**src/rtl/spi_transaction_controller.sv**
```systemverilog
// rtl/spi_transaction_controller.sv - SPI slave transaction sequencer: address/rw byte, then one data byte read or write.
module spi_transaction_controller #(
    parameter int DATA_WIDTH  = 8,
    parameter int COUNT_WIDTH = 4
) (
    input  logic                  clk,
    input  logic                  resetN,
    input  logic                  csN,
    input  logic                  sclkPosEdge,
    input  logic                  sclkNegEdge,
    input  logic [DATA_WIDTH-1:0] shiftRegOut,
    output logic                  srShiftEn,
    output logic                  srParallelLoad,
    output logic                  addrWe,
    output logic                  dmWe,
    output logic                  misoBufe,
    output logic                  busy
);

    typedef enum logic [3:0] {
        IDLE,
        GET_ADDR,
        DECIDE,
        READ_WAIT,
        READ_LOAD,
        READ_SHIFT,
        WRITE_SHIFT,
        WRITE_COMMIT,
        DONE
    } state_t;

    localparam logic [COUNT_WIDTH-1:0] LAST_BIT = COUNT_WIDTH'(DATA_WIDTH - 1);

    state_t                 state;
    logic [COUNT_WIDTH-1:0] bitCount;
    logic                   posEdge;
    logic                   negEdge;
    logic                   lastPos;
    logic                   live;
    logic                   unusedAddrBits;

    // A coincident rising and falling strobe counts as a rising edge only.
    assign posEdge        = sclkPosEdge;
    assign negEdge        = sclkNegEdge & ~sclkPosEdge;
    assign lastPos        = posEdge && (bitCount == LAST_BIT);
    assign live           = ~csN;
    assign unusedAddrBits = ^shiftRegOut[DATA_WIDTH-1:1];

    always_comb begin
        srShiftEn      = 1'b0;
        srParallelLoad = 1'b0;
        addrWe         = 1'b0;
        dmWe           = 1'b0;
        misoBufe       = 1'b0;
        busy           = (state != IDLE);
        case (state)
            GET_ADDR:     srShiftEn = posEdge & live;
            DECIDE:       addrWe = live;
            READ_LOAD:    srParallelLoad = live;
            READ_SHIFT: begin
                misoBufe  = live;
                // The falling edge ahead of the first data rising edge must not shift out the MSB.
                srShiftEn = negEdge & live & (bitCount != '0);
            end
            WRITE_SHIFT:  srShiftEn = posEdge & live;
            WRITE_COMMIT: dmWe = 1'b1;
            default:      ;
        endcase
    end

    always_ff @(posedge clk) begin
        if (!resetN) begin
            state    <= IDLE;
            bitCount <= '0;
        end else begin
            case (state)
                IDLE: begin
                    if (live) begin
                        state    <= GET_ADDR;
                        bitCount <= '0;
                    end
                end
                GET_ADDR: begin
                    if (csN) begin
                        state <= IDLE;
                    end else if (lastPos) begin
                        state    <= DECIDE;
                        bitCount <= '0;
                    end else if (posEdge) begin
                        bitCount <= bitCount + 1'b1;
                    end
                end
                DECIDE: begin
                    bitCount <= '0;
                    if (csN)                 state <= IDLE;
                    else if (shiftRegOut[0]) state <= READ_WAIT;
                    else                     state <= WRITE_SHIFT;
                end
                READ_WAIT: state <= csN ? IDLE : READ_LOAD;
                READ_LOAD: state <= csN ? IDLE : READ_SHIFT;
                READ_SHIFT, WRITE_SHIFT: begin
                    if (csN) begin
                        state <= IDLE;
                    end else if (lastPos) begin
                        state    <= (state == READ_SHIFT) ? DONE : WRITE_COMMIT;
                        bitCount <= '0;
                    end else if (posEdge) begin
                        bitCount <= bitCount + 1'b1;
                    end
                end
                WRITE_COMMIT: state <= DONE;
                DONE: begin
                    if (csN) state <= IDLE;
                end
                default: state <= IDLE;
            endcase
        end
    end

endmodule

```
**config.mk**
```make
export PLATFORM = sky130hd
export DESIGN_NAME = spi_transaction_controller
export DESIGN_NICKNAME = d
export VERILOG_FILES = /design/src/rtl/spi_transaction_controller.sv
export SDC_FILE = /design/constraint.sdc
export NUM_CORES = 1
export LEC_CHECK = 0
export CAP_MARGIN = 5
export CORE_MARGIN = 8
export CORE_UTILIZATION = 45
export DETAILED_ROUTE_END_ITERATION = 12
export GPL_ROUTABILITY_DRIVEN = 0
export PLACE_DENSITY = 0.86
export SLEW_MARGIN = 20
export SYNTH_ARGS = -nofsm -noshare
export SYNTH_HDL_FRONTEND = slang
export SYNTH_SLANG_ARGS = --single-unit
```
**constraint.sdc**
```tcl
create_clock -name clk -period 1.78 [get_ports clk]
set_clock_uncertainty 0.1 [all_clocks]
set_input_delay 0.356 -clock clk [delete_from_list [all_inputs] [get_ports clk]]
set_output_delay 0.356 -clock clk [all_outputs]
set_load 0.1 [all_outputs]
```
======== After elaboration in Yosys (flattened, before gate mapping) ========
Index checks and enable logic that the tools add are counted.
word-level totals
  flip-flop bits (word level) ............. 8
  bits of input ports ..................... 13
  output and inout port bits .............. 6
  word-level logic and storage cells ...... 56
cells by class
  add/subtract/negate cells ............... 1
  eq/ne operators ......................... 15
  muxes and demuxes ....................... 22
  bitwise logic cells ..................... 6
  reduce and logical (&&, ||, !) cells .... 10
operator list
  cell                   count
  $mux W4                11
  $pmux W4 S8            1
  $eq A4 B3 Y1 const B   5
  $mux W3                4
  $pmux W4 S3            1
  $eq A4 B2 Y1 const B   2
  $reduce_and A4 Y1      2
  $reduce_bool A4 Y1     2
  $ne A2 B2 Y1 const B   3
  $ne A3 B3 Y1 const B   2
  $add A4 B1 Y4 const B  1
  $and A1 B1 Y1          4
  $eq A4 B1 Y1 const B   1
  $eq A4 B4 Y1 const B   1
  $logic_not A4 Y1       1
  $mux W1                4
  $reduce_or A2 Y1       2
  $ne A3 B1 Y1 const B   1
  $reduce_bool A3 Y1     1
  $reduce_or A3 Y1       1
  $not A1 Y1             2
  $pmux W1 S2            1
  $logic_and A1 B1 Y1    1

======== Depth between registers and ports, before layout ========
Gate-level depths: netlist of run 1.
  depth in word-level cells ............... 5
  gate-level depth with buffers ........... 6
  depth with buffers taken out ............ 6

======== Worst setup path before layout of run 1 ========
OpenSTA, ideal clock, no wires.
  kind .................................... input to output
  start ................................... input csN
  end ..................................... output srParallelLoad
  arrival ................................. 3,803 ps
  data required time ...................... 1,324 ps
  slack ................................... -2,479 ps
  stages .................................. 3
  buffers on the path ..................... 1
  cells stage by stage .................... or2_1 clkbuf_1 nor4b_1
between the ends
  longest elaborated chain between the ends .. 2
ends and longest elaborated chain
  item             line  text
  start, declared  8     input logic csN,
  $not A1 Y1       46    assign live = ~csN;
  $mux W1          56    case (state)
  end, declared    13    output logic srParallelLoad,
No other way between the ends.

======== Worst setup path after layout of run 1 ========
  start ................................... register bitCount[0]
  end ..................................... output srShiftEn
between the ends
  longest elaborated chain between the ends .. 3
ends and longest elaborated chain
  item                    line  text
  start, declared         35    logic [COUNT_WIDTH-1:0] bitCount;
  start signal, assigned  90    bitCount <= bitCount + 1'b1;
  start signal, assigned  108   bitCount <= bitCount + 1'b1;
  $reduce_bool A4 Y1      63    srShiftEn = negEdge & live & (bitCount != '0);
  $and A1 B1 Y1           63
  $pmux W1 S2             56
  end, declared           12    output logic srShiftEn,
No other way between the ends.

==> results by group, run 1 <==
Outcome
  – Status: finished, violations left
  – Failing checks: setup timing

Cells and area
  – Commonest cells after routing, fill and taps aside: 15 x buf_4, 7 x nand2_1, 6 x nand3_1, 6 x buf_12, 5 x nor2_1
  – Commonest non-fill, non-tap cell in the layout: buf_4
  – Final Non-Filler Cells: around 130
  – Layout cells sized above 1: between 40% and 50%
  – Cell area after layout: about 0.0011 sq mm
  – Fin nets: 133
  – Number of diodes: 0
  – Synth-to-layout area growth: 69.57%

Clock tree
  – CTS Buf Count: 3
  – TritonCTS clock tree: yes
  – Clock latency on the worst-skew pair: 0.27 ns
  – H-tree levels: 1
  – Clock buffer depth: 2
  – Clock transition at the registers of the reported paths: 0.05 ns
  – Clock sinks: 8
  – Cts-stage hold buffer count: 0
  – Clk root buf: clkbuf_4

Logic synthesis
  – Cell variety after synth: 30
  – Post-Synthesis Cell Area: 661.9 sq um
  – Synth Flop Type: dfxtp_1
  – Post-synthesis sequential element count: 8
  – Post-synth top area share: about a quarter
  – Post-synth EDFFs: 0
  – Syn Inst Count: 88
  – Net Count, Synth: 103
  – Seq/Total Area, Yosys: 24.20%
  – Top cell type by total area after synthesis: dfxtp_1
  – Largest cells by area after synthesis: dfxtp_1 24%, nand4b_1 5.3%, nand2_1 5.1%, nand3_1 4.5%, a21oi_1 3.8%
  – Syn. warnings: 0
  – Async S/R FF share, synth: 0%
  – Synthesized area per cell: 7.521 sq um

Setup path
  – Slowest-stage cell, CP: dfxtp_2
  – Crit Path Class: reg -> out
  – Required time worst endpoint: roughly 1.3 ns
  – Crit path cell chain: inv_2 > ha_4 > a211oi_4 > o21ai_2 > a21oi_2 > buf_12
  – Critical Path AT: between 1 and 1.5 ns
  – Crit Path Max Fanout: 2
  – Type of origin of the critical path: flip-flop
  – Worst path max stage delay: 0.33 ns
  – CP endpoint kind: output pin

Placed design
  – Placed Instance Area: around 970 sq um
  – Dpl hpwl: roughly 1.4 mm
  – PortBufs: 11
  – DP Worst Slack: -0.3125 ns
  – Cell count after placement: 122

Hold path
  – Hold crit path type: reg -> reg

Floorplanning
  – Die footprint: 0.002954 sq mm
  – Core ar.: approximately 0.0014 sq mm
  – Row count: 14
  – Die H: 54.35 um
  – Initial core utilization: 46.08%
  – IO Pins: 19
  – Die X: around 54 um

Global routing
  – Tot GR Track Use: 14.44%
  – Grt ovf: 0
  – Vias in the first global route: 762
  – Antenna violations before repair: 0
  – First-pass GRT wire length: 3.243 mm
  – Largest net degree at the start of global routing: 15

Route
  – DR iter-0 viols: 21
  – Vias: 798
  – Post-DRT Antenna Nets: 0
  – WL per Instance: ~17 um
  – Drt via density: roughly 6.0
  – DRC violations left: 0
  – Drt pass-1 iters: 4
  – Final WL: 2.225 mm

Power and ir drop
  – VDD IR max: 0.3999 mV
  – Pwr per Cell Area: slightly below 500 mW/mm^2
  – Pleak: 0.4123 nW

STA
  – Final-report max-slew violation count: 0
  – Tmin final: 1.939 ns
  – Final hold viol count: 0
  – Rel. slew slack: 78.44%
  – Final Cycle Share: 108.9%
  – Fin worst setup slack: -0.1586 ns
  – Hold slack: 0.4061 ns
  – # setup viols final: 3
  – Tightest Pin Transition: 0.3207 ns
  – RSZ-0062 raised after global routing: yes
  – Max Clock Freq: 515.8 MHz

Flow run
  – Maxcap violations: 0
==> worst max-delay path, delay by kind of cell, from the launching register on <==
| family | cells | cell delay (ns) |
|---|---|---|
| buf+inv | 2 | 0.24 |
| fa+ha+maj | 1 | 0.16 |
| compound gates | 3 | 0.49 |
| flops | 1 | 0.33 |
==> flip-flops by register name, summed over array words and instances, names as in the netlist <==
signal and flops:
state 4, bitCount 4
==> stage by stage <==
step,setup TNS (ns),total power [mW],util (%)
after floorplan,-1.503,0.3289,-
after global placement,-2.233,0.3872,67.77
after detailed placement,-2.654,0.3936,67.77
after CTS,-0.2566,0.5478,74.65
after global routing,-0.4490,0.5883,78.14
final,-0.2183,0.5578,78.14
==> path summary, 6_finish.rpt <==
check	cells past startpoint	slack (ns)	to	from
setup / recovery	6	-0.16	srShiftEn	bitCount[0]
hold / removal	2	0.41	bitCount[3]	bitCount[3]
setup reg to reg	7	0.03	state[0]	bitCount[0]
hold reg to reg	2	0.41	bitCount[3]	bitCount[3]
==> cells by family after synthesis <==
group                    after synthesis  synth area share, %
AND/OR/NAND/NOR                       47                40.45
multiplexers                           2                3.025
AO/OA/AOI/OAI                         21                23.25
flip-flops                             8                24.20
adder cells (fa/ha/maj)                2                3.780
buffers and inverters                  8                5.292
==> synth_stat cells, types with 3 or more instances <==
cell / n
o21ai_1: 4
a21oi_1: 5
nand3_1: 6
nor3b_1: 3
buf_2: 4
dfxtp_1: 8
nor2b_1: 4
nand2b_1: 3
inv_1: 3
nor2_1: 6
nor3_1: 3
a21boi_1: 3
nand2_1: 9
nand4b_1: 4
==> per-layer routing <==
layer	share of wire (%)	GRT usage, %
met1	34	14.42
met2	54	26.91
met3	7.0	4.620
met4	4.7	5.738
met5	0	0
==> timing repair <==
action	CTS	global route
setup buffers	5	2
setup endpoints to repair	5	5
hold endpoints to repair	0	0
pin swaps	7	3
gates resized for setup	18	8
==> area by class of cell <==
type	instances	area [sq um]
clock buffers	3	22.52
fillers	88	314.1
inverters	3	11.26
multi-input cells	72	568.0
flip-flops and latches	8	175.2
well taps	16	20.02
repair buffers	30	325.3
==> report_power, final <==
| group | leakage (nW) | internal (mW) | switching [mW] | total (mW) |
|---|---|---|---|---|
| registers | 0.0685 | 0.184 | 0.0196 | 0.203 |
| clock network | 0.0138 | 0.0776 | 0.0686 | 0.146 |
| logic | 0.330 | 0.0934 | 0.115 | 0.208 |
Note: power is estimated with default switching activity, not from simulation.
==> inputs of run 2 (changes only) <==
- CTS_CLUSTER_DIAMETER: unset -> 60
- clock period: 1.78 -> 2.2 ns (I/O delays scaled with it)
==> results by group, run 2 (synthesis gave the netlist of run 1 again) <==
Outcome
  – Status: completed

Setup path
  – Required time worst endpoint: 1.66 ns
  – Reg2reg end: bitCount[3]
  – R2R Setup Slk: 0.46 ns
  – Reg2reg start: state[1]
  – Crit Path Max Fanout: 1
  – Crit Path Class: in -> out
  – FF-to-FF path depth: 5
  – Type of origin of the critical path: primary input
  – CP endpoint kind: output pin
  – Critical Path AT: between 1.5 and 2 ns

Floorplanning
  – Die H: 54.35 um
  – Initial core utilization: 46.08%
  – Core ar.: 0.001436 sq mm
  – IO Pins: 19
  – Die X: 54.35 um
  – Row count: 14
  – Die footprint: slightly below 0.003 sq mm

Cells and area
  – Largest regs: bitCount x4, state x4
  – Final Util: between 60% and 70%
  – Synth-to-layout area growth: 48.39%
  – Fillers: 115
  – Multi-input logic area: between 500 and 600 sq um
  – Fin nets: between 100 and 150
  – Layout cells sized above 1: 27.62%
  – Commonest cells after routing, fill and taps aside: 9 x nand2_1, 8 x buf_4, 6 x nand3_1, 6 x buf_12
  – Register area: 163.9 sq um
  – Commonest non-fill, non-tap cell in the layout: nand2_1
  – Number of diodes: 0

Power and ir drop
  – Pleak: 0.3609 nW
  – Pwr per Cell Area: ~430 mW/mm^2
  – VDD IR max: about 0.37 mV
  – Design Power: 422.0 uW

Route
  – Drt pass-1 iters: 4
  – DR iter-0 viols: 17
  – WL per Instance: roughly 14 um
  – Final WL: ~1.7 mm
  – Drt via density: 5.950
  – Post-DRT Antenna Nets: 0
  – Vias: 720
  – DRC violations left: 0

STA
  – Rel. slew slack: 69.19%
  – RSZ-0062 raised after global routing: no
  – Tmin final: 2.141 ns
  – Final hold viol count: 0
  – Fin worst setup slack: 0.05914 ns
  – Final Cycle Share: 97.31%
  – Tightest Pin Transition: 0.4616 ns
  – Final-report max-slew violation count: 0
  – # setup viols final: 0
  – Max Clock Freq: ~470 MHz

Global routing
  – Vias in the first global route: 687
  – Tot GR Track Use: approximately 13%
  – First-pass GRT wire length: 2.973 mm
  – Grt ovf: 0
  – Antenna violations before repair: 0
  – Largest net degree at the start of global routing: 15

Clock tree
  – Clock latency on the worst-skew pair: about 0.25 ns
  – Clock sinks: 8
  – Setup Fix Bufs, Post-CTS: 0
  – CTS Buf Count: 3
  – Clk root buf: clkbuf_4
  – Clock transition at the registers of the reported paths: 0.06 ns
  – Clock buffer depth: 2
  – TritonCTS clock tree: yes
  – H-tree levels: 1

Hold path
  – Hold depth: 2
  – Hold crit path type: reg -> reg
  – Hold path endpoint: bitCount[0]
  – Hold path startpoint: bitCount[0]

Placed design
  – PortBufs: 11
  – Dpl hpwl: 1.286 mm
  – DP Worst Slack: -0.06655 ns

Flow run
  – Maxcap violations: 0
[run 2: cell count changes in the layout (fill, tap and decap cells not counted), sizes merged]
cell,delta
dlygate4sd2,-2
buf,-11
clkdlybuf4s15,-1
clkdlybuf4s50,+1
dlymetal6s2s,+2
[run 2: layout make-up]
| class | count | area share (%) |
|---|---|---|
| inverters | 3 | 1.146 |
| flip-flops and latches | 8 | 16.69 |
| well taps | 16 | 2.038 |
| repair buffers | 19 | 23.95 |
| clock buffers | 3 | 2.293 |
| multi-input cells | 72 | 53.89 |
[run 2: report_power, final]
group | switching (mW) | internal (mW) | total, mW
registers | 0.0122 | 0.151 | 0.163
logic | 0.0824 | 0.0652 | 0.148
clock network | 0.0492 | 0.0624 | 0.112
total | 0.144 | 0.278 | 0.422
[run 2: through the flow]
step           std cells  TNS (ns)  hold WS [ns]  area, sq um
2_1_floorplan         88   -0.4234        0.3583        705.7
3_3_place_gp         118  -0.01927        0.3756        932.1
3_5_place_dp         118   -0.1537        0.3840        932.1
4_1_cts              121         0        0.3922        964.7
5_1_grt              121         0        0.4181        982.2
6_report             121         0        0.3746        982.2
[run 2: worst max-delay path, cell delays in order]
cell	delay, ns
clkdlybuf4s50_1	0.45
nand2_1	0.06
a211oi_2	0.18
o21ai_2	0.09
a21oi_4	0.18
buf_12	0.19
[run 2: how the worst max path moves through the flow]
stage | start | to | cells past startpoint
after detailed placement | csN | srShiftEn | 5
after CTS | sclkNegEdge | srShiftEn | 6
after global routing | sclkNegEdge | srShiftEn | 6
after floorplan | csN | srParallelLoad | 3
after global placement | csN | srShiftEn | 5
final | sclkNegEdge | srShiftEn | 6
[run 2: metal layers]
layer  track usage [%]  part of all wire (%)  vias up
li1                  -                     -      359
met3             2.989                   3.9        2
met4             4.098                   1.2        0
met1             16.17                    48      345
met2             21.37                    47       14
met5                 0                     0        -
[run 2: repair_timing]
item | 4_1_cts | 5_1_grt
gates resized for setup | 2 | 7
pin swaps | 0 | 5
setup endpoints to repair | 3 | 4
hold buffers | 0 | 0
==> inputs of run 3 (changes only) <==
- SKIP_CTS_REPAIR_TIMING: unset -> 1
==> results of run 3 <==
Final layout, timing and power as in run 2 (identical DEF).
Main changes from that run: wire length of the first global-routing pass 2973 um -> 2960 um; via count of the first global-routing pass 687 -> 692; overall routing resource usage 12.93% -> 12.88%; met1 usage 16.17% -> 16.02%
